`src/rtl/opb_register_simulink2ppc_pkg.sv`:
```
// Shared OPB register definitions: register offsets, STATUS bit positions and
// the decoded-transfer payload passed from the slave decoder to the register file.
package opb_register_simulink2ppc_pkg;

  localparam int unsigned REG_W = 32;
  localparam int unsigned CNT_W = 16;
  localparam int unsigned OFF_W = 32;

  localparam logic [OFF_W-1:0] OFF_DATA   = 32'h0000_0000;
  localparam logic [OFF_W-1:0] OFF_STATUS = 32'h0000_0004;

  localparam int unsigned STATUS_NEW_BIT = 31;
  localparam int unsigned STATUS_OVR_BIT = 30;

  typedef enum logic [1:0] {
    SEL_DATA   = 2'd0,
    SEL_STATUS = 2'd1,
    SEL_RSVD   = 2'd2
  } reg_sel_e;

  typedef enum logic {
    ACK_IDLE = 1'b0,
    ACK_BUSY = 1'b1
  } ack_state_e;

  typedef struct packed {
    logic     valid;
    logic     rnw;
    reg_sel_e sel;
  } xfer_t;

  // Assemble the STATUS word; unlisted bits read as zero.
  function automatic logic [REG_W-1:0] status_word(input logic             new_f,
                                                   input logic             ovr,
                                                   input logic [CNT_W-1:0] cnt);
    logic [REG_W-1:0] w;
    w                 = '0;
    w[STATUS_NEW_BIT] = new_f;
    w[STATUS_OVR_BIT] = ovr;
    w[CNT_W-1:0]      = cnt;
    return w;
  endfunction

endpackage

```
`src/rtl/opb_slave_decode.sv`:
```
// OPB slave window decode and single-cycle acknowledge generator.
// A hit is blocked while the ack is high, giving at most one transfer per two cycles.
module opb_slave_decode
  import opb_register_simulink2ppc_pkg::*;
#(
  parameter int unsigned  AW       = 32,
  parameter logic [AW-1:0] BASEADDR = '0,
  parameter logic [AW-1:0] HIGHADDR = '1
) (
  input  logic          clk,
  input  logic          rst_n,
  input  logic          select,
  input  logic [AW-1:0] abus,
  input  logic          rnw,
  output xfer_t         hit_c,
  output logic          xfer_ack,
  output xfer_t         ack_xfer
);

  ack_state_e    state_q, state_d;
  xfer_t         ack_xfer_q;
  logic          in_range_c;
  logic [AW-1:0] offset_c;
  logic [AW-1:0] word_off_c;

  assign in_range_c = (abus >= BASEADDR) && (abus <= HIGHADDR);
  assign offset_c   = abus - BASEADDR;
  assign word_off_c = {offset_c[AW-1:2], 2'b00};

  // Combinational hit and register select for the current address phase.
  always_comb begin
    hit_c       = '0;
    hit_c.valid = select && in_range_c && (state_q == ACK_IDLE);
    hit_c.rnw   = rnw;
    if (word_off_c == AW'(OFF_DATA)) begin
      hit_c.sel = SEL_DATA;
    end else if (word_off_c == AW'(OFF_STATUS)) begin
      hit_c.sel = SEL_STATUS;
    end else begin
      hit_c.sel = SEL_RSVD;
    end
  end

  // One-shot acknowledge: BUSY lasts exactly the cycle after a hit.
  always_comb begin
    state_d = state_q;
    unique case (state_q)
      ACK_IDLE: if (hit_c.valid) state_d = ACK_BUSY;
      ACK_BUSY: state_d = ACK_IDLE;
      default:  state_d = ACK_IDLE;
    endcase
  end

  always_ff @(posedge clk or negedge rst_n) begin
    if (!rst_n) begin
      state_q    <= ACK_IDLE;
      ack_xfer_q <= '0;
    end else begin
      state_q    <= state_d;
      ack_xfer_q <= hit_c.valid ? hit_c : '0;
    end
  end

  assign xfer_ack = (state_q == ACK_BUSY);
  assign ack_xfer = ack_xfer_q;

endmodule

```
`src/rtl/opb_register_simulink2ppc.sv`:
```
// Fabric-to-PowerPC OPB register: captures user_data_in on a strobe and exposes
// it as DATA with a NEW/OVERRUN/count STATUS word.
module opb_register_simulink2ppc
  import opb_register_simulink2ppc_pkg::*;
#(
  parameter logic [31:0] C_BASEADDR   = 32'h0100_0F00,
  parameter logic [31:0] C_HIGHADDR   = 32'h0100_0FFF,
  parameter int unsigned C_OPB_AWIDTH = 32,
  parameter int unsigned C_OPB_DWIDTH = 32,
  parameter              C_FAMILY     = "virtex5"
) (
  input  logic                    OPB_Clk,
  input  logic                    OPB_Rst_n,
  input  logic [0:C_OPB_AWIDTH-1] OPB_ABus,
  input  logic [0:3]              OPB_BE,
  input  logic [0:C_OPB_DWIDTH-1] OPB_DBus,
  input  logic                    OPB_RNW,
  input  logic                    OPB_select,
  input  logic                    OPB_seqAddr,
  output logic [0:C_OPB_DWIDTH-1] Sl_DBus,
  output logic                    Sl_xferAck,
  output logic                    Sl_errAck,
  output logic                    Sl_retry,
  output logic                    Sl_toutSup,
  input  logic [31:0]             user_data_in,
  input  logic                    user_data_valid
);

  // No device-specific primitives are used; the family only exists for tool flows.
  localparam bit FAMILY_V5 = (C_FAMILY == "virtex5");

  xfer_t            hit_c;
  xfer_t            ack_xfer;
  logic             xfer_ack;

  logic [REG_W-1:0] data_q;
  logic             new_q;
  logic             ovr_q;
  logic [CNT_W-1:0] cnt_q;
  logic [REG_W-1:0] sl_dbus_q;

  logic             new_clr_c;
  logic             ovr_clr_c;
  logic             ovr_set_c;
  logic [REG_W-1:0] rd_mux_c;
  logic             unused_ok;

  opb_slave_decode #(
    .AW       (C_OPB_AWIDTH),
    .BASEADDR (C_OPB_AWIDTH'(C_BASEADDR)),
    .HIGHADDR (C_OPB_AWIDTH'(C_HIGHADDR))
  ) u_decode (
    .clk      (OPB_Clk),
    .rst_n    (OPB_Rst_n),
    .select   (OPB_select),
    .abus     (OPB_ABus),
    .rnw      (OPB_RNW),
    .hit_c    (hit_c),
    .xfer_ack (xfer_ack),
    .ack_xfer (ack_xfer)
  );

  // Bus bit 1 is register bit 30 (OVERRUN); byte lane 0 carries it.
  assign new_clr_c = ack_xfer.valid && ack_xfer.rnw && (ack_xfer.sel == SEL_DATA);
  assign ovr_clr_c = hit_c.valid && !hit_c.rnw && (hit_c.sel == SEL_STATUS) &&
                     OPB_BE[0] && OPB_DBus[1];
  assign ovr_set_c = user_data_valid && new_q && !new_clr_c;

  always_comb begin
    rd_mux_c = '0;
    unique case (hit_c.sel)
      SEL_DATA:   rd_mux_c = data_q;
      SEL_STATUS: rd_mux_c = status_word(new_q, ovr_q, cnt_q);
      default:    rd_mux_c = '0;
    endcase
  end

  // Capture path; a fresh capture outranks NEW-clear and OVERRUN-clear.
  always_ff @(posedge OPB_Clk or negedge OPB_Rst_n) begin
    if (!OPB_Rst_n) begin
      data_q <= '0;
      new_q  <= 1'b0;
      ovr_q  <= 1'b0;
      cnt_q  <= '0;
    end else begin
      if (user_data_valid) begin
        data_q <= user_data_in;
        new_q  <= 1'b1;
        cnt_q  <= cnt_q + CNT_W'(1);
      end else if (new_clr_c) begin
        new_q  <= 1'b0;
      end
      if (ovr_set_c) begin
        ovr_q <= 1'b1;
      end else if (ovr_clr_c) begin
        ovr_q <= 1'b0;
      end
    end
  end

  // Read data is sampled at the hit and is non-zero only during the ack cycle.
  always_ff @(posedge OPB_Clk or negedge OPB_Rst_n) begin
    if (!OPB_Rst_n) begin
      sl_dbus_q <= '0;
    end else begin
      sl_dbus_q <= (hit_c.valid && hit_c.rnw) ? rd_mux_c : '0;
    end
  end

  assign Sl_DBus    = C_OPB_DWIDTH'(sl_dbus_q);
  assign Sl_xferAck = xfer_ack;
  assign Sl_errAck  = 1'b0;
  assign Sl_retry   = 1'b0;
  assign Sl_toutSup = 1'b0;

  assign unused_ok = ^{OPB_seqAddr, OPB_BE[1:3], OPB_DBus[0],
                       OPB_DBus[2:C_OPB_DWIDTH-1], FAMILY_V5};

endmodule

```
`config.mk`:
```
export PLATFORM = sky130hd
export DESIGN_NAME = opb_register_simulink2ppc
export DESIGN_NICKNAME = d
export VERILOG_FILES = /design/src/rtl/opb_register_simulink2ppc_pkg.sv /design/src/rtl/opb_slave_decode.sv /design/src/rtl/opb_register_simulink2ppc.sv
export SDC_FILE = /design/constraint.sdc
export NUM_CORES = 1
export LEC_CHECK = 0
export CORE_MARGIN = 2
export CORE_UTILIZATION = 39
export DETAILED_ROUTE_END_ITERATION = 16
export GPL_TIMING_DRIVEN = 0
export PLACE_DENSITY = 0.79
export SETUP_SLACK_MARGIN = 0.2
export SYNTH_ARGS = -nofsm -noshare
export SYNTH_HDL_FRONTEND = slang
export SYNTH_SLANG_ARGS = --single-unit
```
`constraint.sdc`:
```
create_clock -name OPB_Clk -period 1.4 [get_ports OPB_Clk]
set_input_delay 0.28 -clock OPB_Clk [delete_from_list [all_inputs] [get_ports OPB_Clk]]
set_output_delay 0.28 -clock OPB_Clk [all_outputs]
set_load 0.02 [all_outputs]
```
# --- After elaboration in Yosys (flattened, before gate mapping) ---
# Index checks and enable logic that the tools add are counted.
word_totals:
  register_bits: 87
  inputBits: 106
  out_inout_bits: 36
  wordCells: 46
op_classes:
  n_addsub: 2
  magnitude_cmp: 2
  eq_ne: 2
  muxes: 11
  n_bitwise: 1
  n_reduce_logical: 19
ops:
  columns: ["operator", "count"]
  rows:
  - ["case mux 32 bit (2 select lines)", 1]
  - [">= comparator 32 x 25 -> 1 bit (second input constant)", 1]
  - ["less-or-equal comparator 32 x 25 -> 1 bit (second input constant)", 1]
  - ["zero test 32 bit", 1]
  - ["two-way mux 32 bit", 1]
  - ["subtractor 32 x 25 -> 32 bit (second input constant)", 1]
  - ["== test 30 x 1 -> 1 bit (second input constant)", 1]
  - ["adder 16 x 1 -> 16 bit (second input constant)", 1]
  - ["logical AND 1 bit", 12]
  - ["two-way mux 1 bit", 5]
  - ["zero test 2 bit", 2]
  - ["two-way mux 2 bit", 2]
  - ["two-way mux 4 bit", 1]
  - ["nonzero test 2 bit", 2]
  - ["== test 2 x 1 -> 1 bit (second input constant)", 1]
  - ["zero test 1 bit", 2]
  - ["case mux 1 bit (2 select lines)", 1]
  - ["inverter 1 bit", 1]

# --- Depth between registers and ports, before layout ---
# Gate-level depths: netlist (run 1).
depth:
  word_depth: 10
  mapped_depth: 6
  depth_no_buf: 5

# --- Hierarchy ---
# Synthesis (run 1) repeated with hierarchy kept, for this count alone.
unflattened:
  cells_unflattened: 289
  area_unflattened_um2: 3654.8
by_module_without_submodules:
  columns: ["mod", "n_inst", "cells_per_inst", "area_per_inst_um2", "seq_area_each_um2"]
  rows:
  - ["opb_register_simulink2ppc", 1, 230, 3163.0, 2052.0]
  - ["opb_slave_decode", 1, 59, 491.7, 100.1]

# --- Worst setup path after synthesis (run 1) ---
# No wires, ideal clock.
synth_timing:
  path_kind: "input -> register"
  start: "input OPB_ABus[5] (netlist bit)"
  end: "register sl_dbus_q[21] (netlist: Sl_DBus[10])"
  setup_time_ps: 83
  t_arrival_ps: 1647
  required_time_ps: 1317
  path_slack_ps: -329
  cell_stages: 5
  n_path_buf: 1
  cell_sequence: "or3_1 > a2111oi_4 > nand3_2 > buf_6 > nor3b_2"
synth_between:
  elab_chain_len: 7
  word_cells_on_any_way: 15
  cone_classes: "1 x add/sub; 2 x order compare; 2 x eq/ne; 4 x mux; 6 x reduce/logical"
synth_lines:
  columns: ["item", "line_no", "text"]
  rows:
  - ["start: declaration", "opb_register_simulink2ppc.sv:14", "input logic [0:C_OPB_AWIDTH-1] OPB_ABus,"]
  - ["subtractor 32 x 25 -> 32 bit", "opb_slave_decode.sv:27", "assign offset_c = abus - BASEADDR;"]
  - ["== test 30 x 1 -> 1 bit", "opb_slave_decode.sv:37", "end else if (word_off_c == AW'(OFF_STATUS)) begin"]
  - ["two-way mux 2 bit", "opb_slave_decode.sv:37", null]
  - ["two-way mux 2 bit", "opb_slave_decode.sv:35", "if (word_off_c == AW'(OFF_DATA)) begin"]
  - ["== test 2 x 1 -> 1 bit or zero test 2 bit (tied branches)", "opb_register_simulink2ppc.sv:71", "unique case (hit_c.sel)"]
  - ["case mux 32 bit (2 select lines)", "opb_register_simulink2ppc.sv:71", null]
  - ["two-way mux 32 bit (*)", "opb_register_simulink2ppc.sv:106", "sl_dbus_q <= (hit_c.valid && hit_c.rnw) ? rd_mux_c : '0;"]
  - ["end signal: assignment", "opb_register_simulink2ppc.sv:106", null]
  - ["end: declaration", "opb_register_simulink2ppc.sv:40", "logic [REG_W-1:0] sl_dbus_q;"]
# Every way passes the cells marked *; elsewhere a longest branch is shown, timed or not.
# A chain may end at the register's enable or synchronous reset.

# --- Worst setup path in the final report (run 1) ---
layout_timing:
  start: "input OPB_ABus[26] (netlist bit)"
  end: "register sl_dbus_q[18] (netlist: Sl_DBus[13])"
# The elaborated chain is that of the path after synthesis.

==> impl_metrics.json, run 1 <==
{
  "grt_pass1_wl_mm": 13.7,
  "fillCellCount": 719,
  "mostFrequentLayoutCell": "dfrtp_1",
  "routedWlPerCell_um": 15.8,
  "synth.top_cell.area_share": 0.588,
  "tritoncts": "yes",
  "place_area_mm2": 0.00487,
  "fin_hold_ws_ns": 0.307,
  "setup_slack_ns": -0.257,
  "antenna_left": 0,
  "postSynthAreaPerCell_um2": 13.1,
  "ir_drop_uv": 512,
  "startpoint_type": "primary input",
  "grt_pass1_vias": 2877,
  "period_needed_ns": 1.66,
  "synth_warnings": 0,
  "setup_viol": 40,
  "worstPathArrival_ns": 1.92,
  "path_max_fanout": 8,
  "core_area_mm2": 0.00915,
  "max_freq_mhz": 604,
  "h-tree-depth": 3,
  "synth_area_leaders": "dfrtp_1 59%, mux2_2 10%, mux2i_1 4.9%",
  "yosysUniqueCellTypes": 45,
  "clk_pin_slew_worst_paths_ns": 0.09,
  "synthCells": 279,
  "min_period_over_period": 1.18,
  "antenna_found_initial": 0,
  "nNetsFinal": 537,
  "die-area_mm2": 0.0102,
  "finish.utilization": 0.604,
  "p_leak_uw": 0.00254,
  "layout_common_cells": "85 x dfrtp_1, 38 x clkdlybuf4s50_1, 36 x buf_2",
  "cts_inserted_buffers": 9,
  "min_from": "OPB_ABus[7]",
  "finClkSkew_ns": 0.00854,
  "rsz0062_at_grt": "true",
  "slew_viol_final": 0,
  "clock-root-buffer": "clkbuf_8",
  "rows": 35,
  "crit_type": "in2reg",
  "final_area_mm2": 0.00553,
  "r2r-end": "Sl_DBus[13]$_DFF_PN0_",
  "drive_gt1_frac": 0.469,
  "r2r_slack_ns": -0.20,
  "post-place-cells": 493,
  "drt_iter0_markers": 34,
  "grt_max_degree": 71,
  "min_path_cells": 4,
  "seq_area_frac_synth": 0.588,
  "track_usage": 0.173,
  "power_per_cell_area_mw_per_mm2": 1020,
  "cts_num_sinks": 86,
  "totalWireLength_mm": 8.60,
  "yosys_register_bits": 86,
  "start_util": 0.400,
  "gp_congestion": 0.850,
  "rr_worst_depth": 6,
  "drc": 0,
  "firstDrtPassIters": 5,
  "yosys.area.top_type": "dfrtp_1",
  "via_per_inst": 5.01,
  "end_kind": "register",
  "die_y_um": 101,
  "final_cells": 546,
  "min_to": "u_decode.ack_xfer[0]$_DFF_PN0_",
  "min_path_type": "in2reg",
  "pin_count": 142,
  "clk-insertion-delay-late_ns": 0.34,
  "maxSlewHeadroom": 0.482,
  "outcome": "finished with violations",
  "numPortBuffers": 100,
  "required_ns": 1.67,
  "synth_area_mm2": 0.00366,
  "worstMarginPinSlew_ns": 0.777,
  "vias": 2737,
  "fp.dieW_um": 101,
  "cap_violations": 0,
  "hold_viol": 0,
  "syn2layout_area_growth_pct": 51.0,
  "r2r-start": "u_decode.ack_xfer[3]$_DFF_PN0_",
  "diodes": 0,
  "cts_buffer_depth": 2,
  "grt.overflow.total": 0,
  "place.detailed.hpwl_mm": 5.48,
  "violations": "setup timing"
}
area by class of cell:
cell class,instances,area [um^2],share of cell area
clock buffer,10,138,0.0249
inverter,3,11.3,0.00204
timing repair buffer,138,1210,0.219
buffer,14,116,0.0211
sequential,86,2150,0.390
tap,111,139,0.0251
multi-input combinational,178,1710,0.310
clock inverter,6,45.0,0.00815
kinds of logic after synthesis:
family / share of synthesized area
multiplexers: 0.151
AO/OA/AOI/OAI: 0.0387
other: 0.00103
flip-flops: 0.588
buffers and inverters: 0.0250
XOR/XNOR: 0.0383
adder cells (fa/ha/maj): 0.00342
AND/OR/NAND/NOR: 0.155
what timing repair did:
item / in CTS / in global routing
cloned: 1 / 2
gates resized for setup: 246 / 59
hold buffers: 1 / 0
setup endpoints to repair: 117 / 59
buffers inserted: 24 / 9
hold endpoints to repair: 16 / 0
pin swaps: 33 / 33
routing by layer:
metal | global-route usage | part of all wire | vias up
li1 | - | - | 1293
met2 | 0.288 | 0.50 | 89
met1 | 0.224 | 0.43 | 1346
met4 | 0.0580 | 0.012 | 0
met5 | 0 | 0 | -
met3 | 0.0374 | 0.050 | 9
state kept, by name (all words and copies together) (netlist names):
name,flops
u_decode.ack_xfer,4
ovr_q,1
data_q,32
cnt_q,16
Sl_DBus,32
new_q,1
Yosys cell counts, drive strengths merged:
master	count
dfrtp	86
mux2	33
nor2	26
mux2i	18
nor3b	14
nand2	12
buf	9
nand4	9
xnor2	8
xor2	8
nand3	7
nor3	7
clkbuf	5
nor4	4
o21ai	4
inv	3
a211o	2
and3	2
and4	2
a2111oi	1
a211oi	1
a32oi	1
a41oi	1
and2	1
and4b	1
conb	1
ha	1
nand2b	1
nand4b	1
nor2b	1
nor4bb	1
o2111ai	1
o2bb2ai	1
o311ai	1
o31a	1
o31ai	1
o41ai	1
or3	1
or4	1
worst max-delay path by stage:
stage                 startpoint                     end  slack [ns]  cells past startpoint
floorplan           OPB_ABus[27]   Sl_DBus[10]$_DFF_PN0_       -0.30                      5
global placement       OPB_Rst_n  data_q[13]$_DFFE_PN0P_       -2.92                      1
detailed placement   OPB_ABus[7]   Sl_DBus[22]$_DFF_PN0_       -1.10                      7
CTS                 OPB_ABus[19]    Sl_DBus[3]$_DFF_PN0_       -0.20                      7
global route        OPB_ABus[26]   Sl_DBus[13]$_DFF_PN0_       -0.31                      7
finish              OPB_ABus[26]   Sl_DBus[13]$_DFF_PN0_       -0.26                      7
critical path: stages:
cell       delay (ns)
clkbuf_2         0.08
or4_4            0.54
a2111oi_4        0.42
nand3_4          0.12
buf_12           0.17
clkbuf_16        0.16
nor3b_2          0.16
per-stage QoR:
stage / TNS, ns / setup slack, ns / total power, uW
2_1_floorplan: -8.85 / -0.300 / 3260
3_3_place_gp: -302.95 / -2.92 / 3590
3_5_place_dp: -56.09 / -1.10 / 3650
4_1_cts: -5.13 / -0.203 / 5480
5_1_grt: -8.97 / -0.306 / 5920
6_report: -6.70 / -0.257 / 5640
where the power goes:
part           leakage (uW)  switching [uW]  internal, uW
clock             0.0000849             905           699
sequential          0.00111             147          2680
combinational       0.00135             514           700
total               0.00254            1570          4080
Note: power is estimated with default switching activity, not from simulation.
==> inputs of run 2 (changes only) <==
--- a/config.mk
+++ b/config.mk
@@ -9,7 +9,7 @@
 export CORE_UTILIZATION = 39
 export DETAILED_ROUTE_END_ITERATION = 16
 export GPL_TIMING_DRIVEN = 0
-export PLACE_DENSITY = 0.79
+export PLACE_DENSITY = 0.75
 export SETUP_SLACK_MARGIN = 0.2
 export SYNTH_ARGS = -nofsm -noshare
 export SYNTH_HDL_FRONTEND = slang
==> impl_metrics.json, run 2 (same netlist as run 1, synthesis figures left out) <==
{
  "required_ns": 1.63,
  "min_path_type": "in2reg",
  "layout_common_cells": "86 x dfrtp_1, 39 x clkdlybuf4s50_1, 33 x mux2_2",
  "core_area_mm2": 0.00915,
  "end_kind": "register",
  "hold_viol": 0,
  "vias": 2764,
  "antenna_found_initial": 0,
  "firstDrtPassIters": 4,
  "drive_gt1_frac": 0.424,
  "fin_hold_ws_ns": 0.359,
  "via_per_inst": 5.09,
  "setup_viol": 37,
  "cp_slowest_stage_delay_ns": 0.41,
  "clk-insertion-delay-late_ns": 0.35,
  "finClkSkew_ns": 0.00862,
  "gp_congestion": 0.804,
  "drc": 0,
  "crit_type": "in2reg",
  "min_period_over_period": 1.18,
  "outcome": "finished with violations",
  "startpoint_type": "primary input",
  "syn2layout_area_growth_pct": 46.4,
  "max_freq_mhz": 605,
  "grt_pass1_wl_mm": 13.5,
  "fillCellCount": 765,
  "grt_max_degree": 52,
  "rows": 35,
  "worstMarginPinSlew_ns": 0.784,
  "path_max_fanout": 5,
  "period_needed_ns": 1.65,
  "totalWireLength_mm": 8.66,
  "power_per_cell_area_mw_per_mm2": 1060,
  "rsz0062_at_grt": "true",
  "finish.utilization": 0.585,
  "cts_buffer_depth": 2,
  "cts_inserted_buffers": 9,
  "clk_pin_slew_worst_paths_ns": 0.08,
  "cap_violations": 0,
  "cts_num_sinks": 86,
  "tritoncts": "yes",
  "slew_viol_final": 0,
  "die_y_um": 101,
  "setup_slack_ns": -0.253,
  "nNetsFinal": 534,
  "numPortBuffers": 100,
  "place.detailed.hpwl_mm": 5.65,
  "diodes": 0,
  "p_leak_uw": 0.00250,
  "maxSlewHeadroom": 0.478,
  "track_usage": 0.171,
  "pre_cts_ws_ns": -1.13,
  "fp.dieW_um": 101,
  "pin_count": 142,
  "die-area_mm2": 0.0102,
  "drt_iter0_markers": 46,
  "antenna_left": 0,
  "grt.overflow.total": 0,
  "slowest_stage": "or3_4",
  "grt_pass1_vias": 2815,
  "path_cells": "clkdlybuf4s15_2 -> or3_4 -> a2111oi_4 -> buf_4 -> buf_6 -> nand4_1 -> o31a_1",
  "mostFrequentLayoutCell": "dfrtp_1",
  "routedWlPerCell_um": 16.0,
  "start_util": 0.400,
  "violations": "setup timing",
  "clock-root-buffer": "clkbuf_8",
  "worstPathArrival_ns": 1.88,
  "h-tree-depth": 3,
  "ir_drop_uv": 468
}
[run 2: cell count changes in the layout (fill, tap and decap cells not counted), sizes merged]
cell and change:
clkinvlp -1, buf -5, clkdlybuf4s50 +1, clkbuf +2
[run 2: final timing paths]
kind	start	cells after the start	slack [ns]	to
max	OPB_ABus[4]	7	-0.25	u_decode.ack_xfer[1]$_DFF_PN0_
min	OPB_ABus[7]	4	0.36	u_decode.ack_xfer[0]$_DFF_PN0_
max reg2reg	u_decode.ack_xfer[3]$_DFF_PN0_	5	-0.18	ovr_q$_DFFE_PN0P_
min reg2reg	cnt_q[15]$_DFFE_PN0P_	1	0.49	cnt_q[15]$_DFFE_PN0P_
max in group asynchronous	OPB_Rst_n	3	0.35	data_q[31]$_DFFE_PN0P_
min in group asynchronous	OPB_Rst_n	2	0.43	Sl_DBus[25]$_DFF_PN0_
[run 2: metrics by stage]
step           area, um^2  total power, uW  TNS [ns]  instances
3_5_place_dp         4870             3640    -56.41        493
2_1_floorplan        3700             3260     -8.85        281
5_1_grt              5360             5950    -12.01        543
3_3_place_gp         4840             3590   -307.37        492
6_report             5360             5680     -7.14        543
4_1_cts              5250             5560     -7.12        535
[run 2: what timing repair did]
action | in CTS | in global routing
endpoints found under the hold margin | 35 | 0
pin swaps | 36 | 23
buffers inserted | 24 | 8
hold buffers | 1 | 0
setup endpoints to repair | 111 | 65
cloned | 1 | 0
gates resized for setup | 230 | 35
[run 2: worst max-delay path, delay by kind of cell]
family          cells  cell delay, ns
compound gates      2            0.61
buf+inv             3            0.47
simple gates        2            0.53
[run 2: final cells by class]
cell class	instances	area, um^2	share of cell area
Tap cell	111	139	0.0259
Clock buffer	11	151	0.0283
Multi-Input combinational cell	178	1600	0.299
Buffer	14	98.8	0.0185
Clock inverter	5	41.3	0.00771
Inverter	3	11.3	0.00210
Timing Repair Buffer	135	1160	0.217
Sequential cell	86	2150	0.402
[run 2: per-layer routing]
| metal | vias up | wire length (um) | part of all wire | track usage |
|---|---|---|---|---|
| met3 | 15 | 444 | 0.051 | 0.0312 |
| met4 | 0 | 180 | 0.021 | 0.0717 |
| met5 | - | 0 | 0 | 0 |
| met1 | 1374 | 3700 | 0.43 | 0.224 |
| met2 | 90 | 4340 | 0.50 | 0.281 |
| li1 | 1285 | - | - | - |
[run 2: report_power, final]
part | total, uW | internal (uW) | switching [uW]
clock network | 1650 | 754 | 901
logic | 1240 | 715 | 528
registers | 2790 | 2670 | 113
total | 5680 | 4140 | 1540
==> inputs of run 3 (changes only) <==
--- a/config.mk
+++ b/config.mk
@@ -5,12 +5,15 @@
 export SDC_FILE = /design/constraint.sdc
 export NUM_CORES = 1
 export LEC_CHECK = 0
+export CELL_PAD_IN_SITES_DETAIL_PLACEMENT = 1
+export CELL_PAD_IN_SITES_GLOBAL_PLACEMENT = 1
 export CORE_MARGIN = 2
-export CORE_UTILIZATION = 39
+export CORE_UTILIZATION = 31
 export DETAILED_ROUTE_END_ITERATION = 16
 export GPL_TIMING_DRIVEN = 0
-export PLACE_DENSITY = 0.75
+export PLACE_DENSITY = 0.76
 export SETUP_SLACK_MARGIN = 0.2
+export SKIP_LAST_GASP = 1
 export SYNTH_ARGS = -nofsm -noshare
 export SYNTH_HDL_FRONTEND = slang
 export SYNTH_SLANG_ARGS = --single-unit
==> impl_metrics.json, run 3 (same netlist as run 1, synthesis figures left out) <==
{
  "tritoncts": "yes",
  "grt_max_degree": 67,
  "place.detailed.hpwl_mm": 6.44,
  "drc": 0,
  "rsz0062_at_grt": "true",
  "p_leak_uw": 0.00257,
  "cts_inserted_buffers": 9,
  "period_needed_ns": 1.66,
  "worstMarginPinSlew_ns": 0.831,
  "drive_gt1_frac": 0.436,
  "totalWireLength_mm": 9.56,
  "syn2layout_area_growth_pct": 51.6,
  "grt_pass1_vias": 3133,
  "end_kind": "register",
  "startpoint_type": "primary input",
  "clk_pin_slew_worst_paths_ns": 0.06,
  "start_util": 0.319,
  "finClkSkew_ns": 0.00561,
  "rows": 39,
  "antenna_left": 0,
  "track_usage": 0.157,
  "power_per_cell_area_mw_per_mm2": 1120,
  "clk-insertion-delay-late_ns": 0.34,
  "finish.utilization": 0.484,
  "power_uw": 6190,
  "grt_pass1_wl_mm": 15.5,
  "pin_count": 142,
  "violations": "setup timing",
  "die-area_mm2": 0.0127,
  "path_max_fanout": 7,
  "routedWlPerCell_um": 16.7,
  "required_ns": 1.65,
  "antenna_found_initial": 0,
  "hold_viol": 0,
  "layout_common_cells": "86 x dfrtp_1, 38 x clkdlybuf4s50_1, 37 x buf_2",
  "clock-root-buffer": "clkbuf_16",
  "worstPathArrival_ns": 1.91,
  "drt_iter0_markers": 89,
  "nNetsFinal": 533,
  "h-tree-depth": 3,
  "final_cells": 574,
  "post-place-cells": 525,
  "cts_num_sinks": 86,
  "die_y_um": 113,
  "maxSlewHeadroom": 0.446,
  "min_path_type": "in2async",
  "slew_viol_final": 0,
  "crit_type": "in2reg",
  "firstDrtPassIters": 4,
  "grt.overflow.total": 0,
  "outcome": "finished with violations",
  "min_period_over_period": 1.18,
  "core_area_mm2": 0.0115,
  "max_freq_mhz": 604,
  "final.setup.tns_ns": -7.66,
  "via_per_inst": 4.83,
  "setup_viol": 37,
  "ir_drop_uv": 700,
  "gp_congestion": 0.690,
  "vias": 2772,
  "cap_violations": 0,
  "mostFrequentLayoutCell": "dfrtp_1",
  "cts_buffer_depth": 2,
  "diodes": 0,
  "setup_slack_ns": -0.255,
  "rr_worst_depth": 5,
  "numPortBuffers": 100,
  "fp.dieW_um": 113
}
[run 3: changes by cell type in the layout (fill, tap and decap cells not counted), sizes merged]
cell	change
clkdlybuf4s15	+1
clkinv	-2
clkinvlp	-2
buf	+1
inv	-1
clkdlybuf4s50	-1
dlygate4sd2	-1
clkbuf	+4
[run 3: path summary, 6_finish.rpt]
path	to	slack (ns)	startpoint
max in group asynchronous	Sl_DBus[25]$_DFF_PN0_	0.39	OPB_Rst_n
max reg2reg	u_decode.ack_xfer[0]$_DFF_PN0_	-0.22	u_decode.ack_xfer[3]$_DFF_PN0_
min	Sl_DBus[5]$_DFF_PN0_	0.38	OPB_Rst_n
min reg2reg	cnt_q[15]$_DFFE_PN0P_	0.47	cnt_q[15]$_DFFE_PN0P_
min in group OPB_Clk	u_decode.ack_xfer[0]$_DFF_PN0_	0.39	OPB_ABus[7]
max	Sl_DBus[4]$_DFF_PN0_	-0.26	OPB_ABus[6]
[run 3: per-stage QoR]
stage          setup WS, ns  area (um^2)  hold WS (ns)
2_1_floorplan        -0.300         3700       -0.0156
3_3_place_gp          -3.00         4880         0.464
3_5_place_dp          -1.15         4910         0.190
4_1_cts              -0.229         5400         0.389
5_1_grt              -0.361         5550         0.404
6_report             -0.255         5550         0.384
[run 3: power breakdown]
group / internal (uW) / leakage [uW] / switching [uW]
Combinational: 639 / 0.00132 / 493
Clock: 1350 / 0.000137 / 886
Sequential: 2680 / 0.00111 / 146
Total: 4670 / 0.00257 / 1530
[run 3: final cells by class]
type                            instances  area [um^2]
Buffer                                 14          114
Clock buffer                           16          282
Fill cell                            1209         5920
Inverter                                3         11.3
Multi-Input combinational cell        178         1680
Sequential cell                        86         2150
Tap cell                              143          179
Timing Repair Buffer                  134         1130
[run 3: per-layer routing]
| metal | wire length (um) | share of wire | vias to the layer above | GRT usage |
|---|---|---|---|---|
| li1 | - | - | 1284 | - |
| met1 | 3790 | 0.40 | 1400 | 0.182 |
| met2 | 5070 | 0.53 | 78 | 0.276 |
| met3 | 544 | 0.057 | 10 | 0.0416 |
| met4 | 151 | 0.016 | 0 | 0.0593 |
| met5 | 0 | 0 | - | 0 |
[run 3: repair_timing]
action / 4_1_cts / 5_1_grt
buffers inserted: 25 / 6
hold buffers: 1 / 0
endpoints found under the hold margin: 20 / 0
gates cloned: 1 / 0
gates resized for setup: 249 / 33
setup endpoints to repair: 118 / 49
pin swaps: 30 / 22
[run 3: worst max-delay path: stages]
cell and delay (ns):
clkbuf_4 0.15, nor3_1 0.06, or4_4 0.43, a2111oi_4 0.31
buf_4 0.18, nand3_4 0.15, buf_8 0.19, nor3b_2 0.16
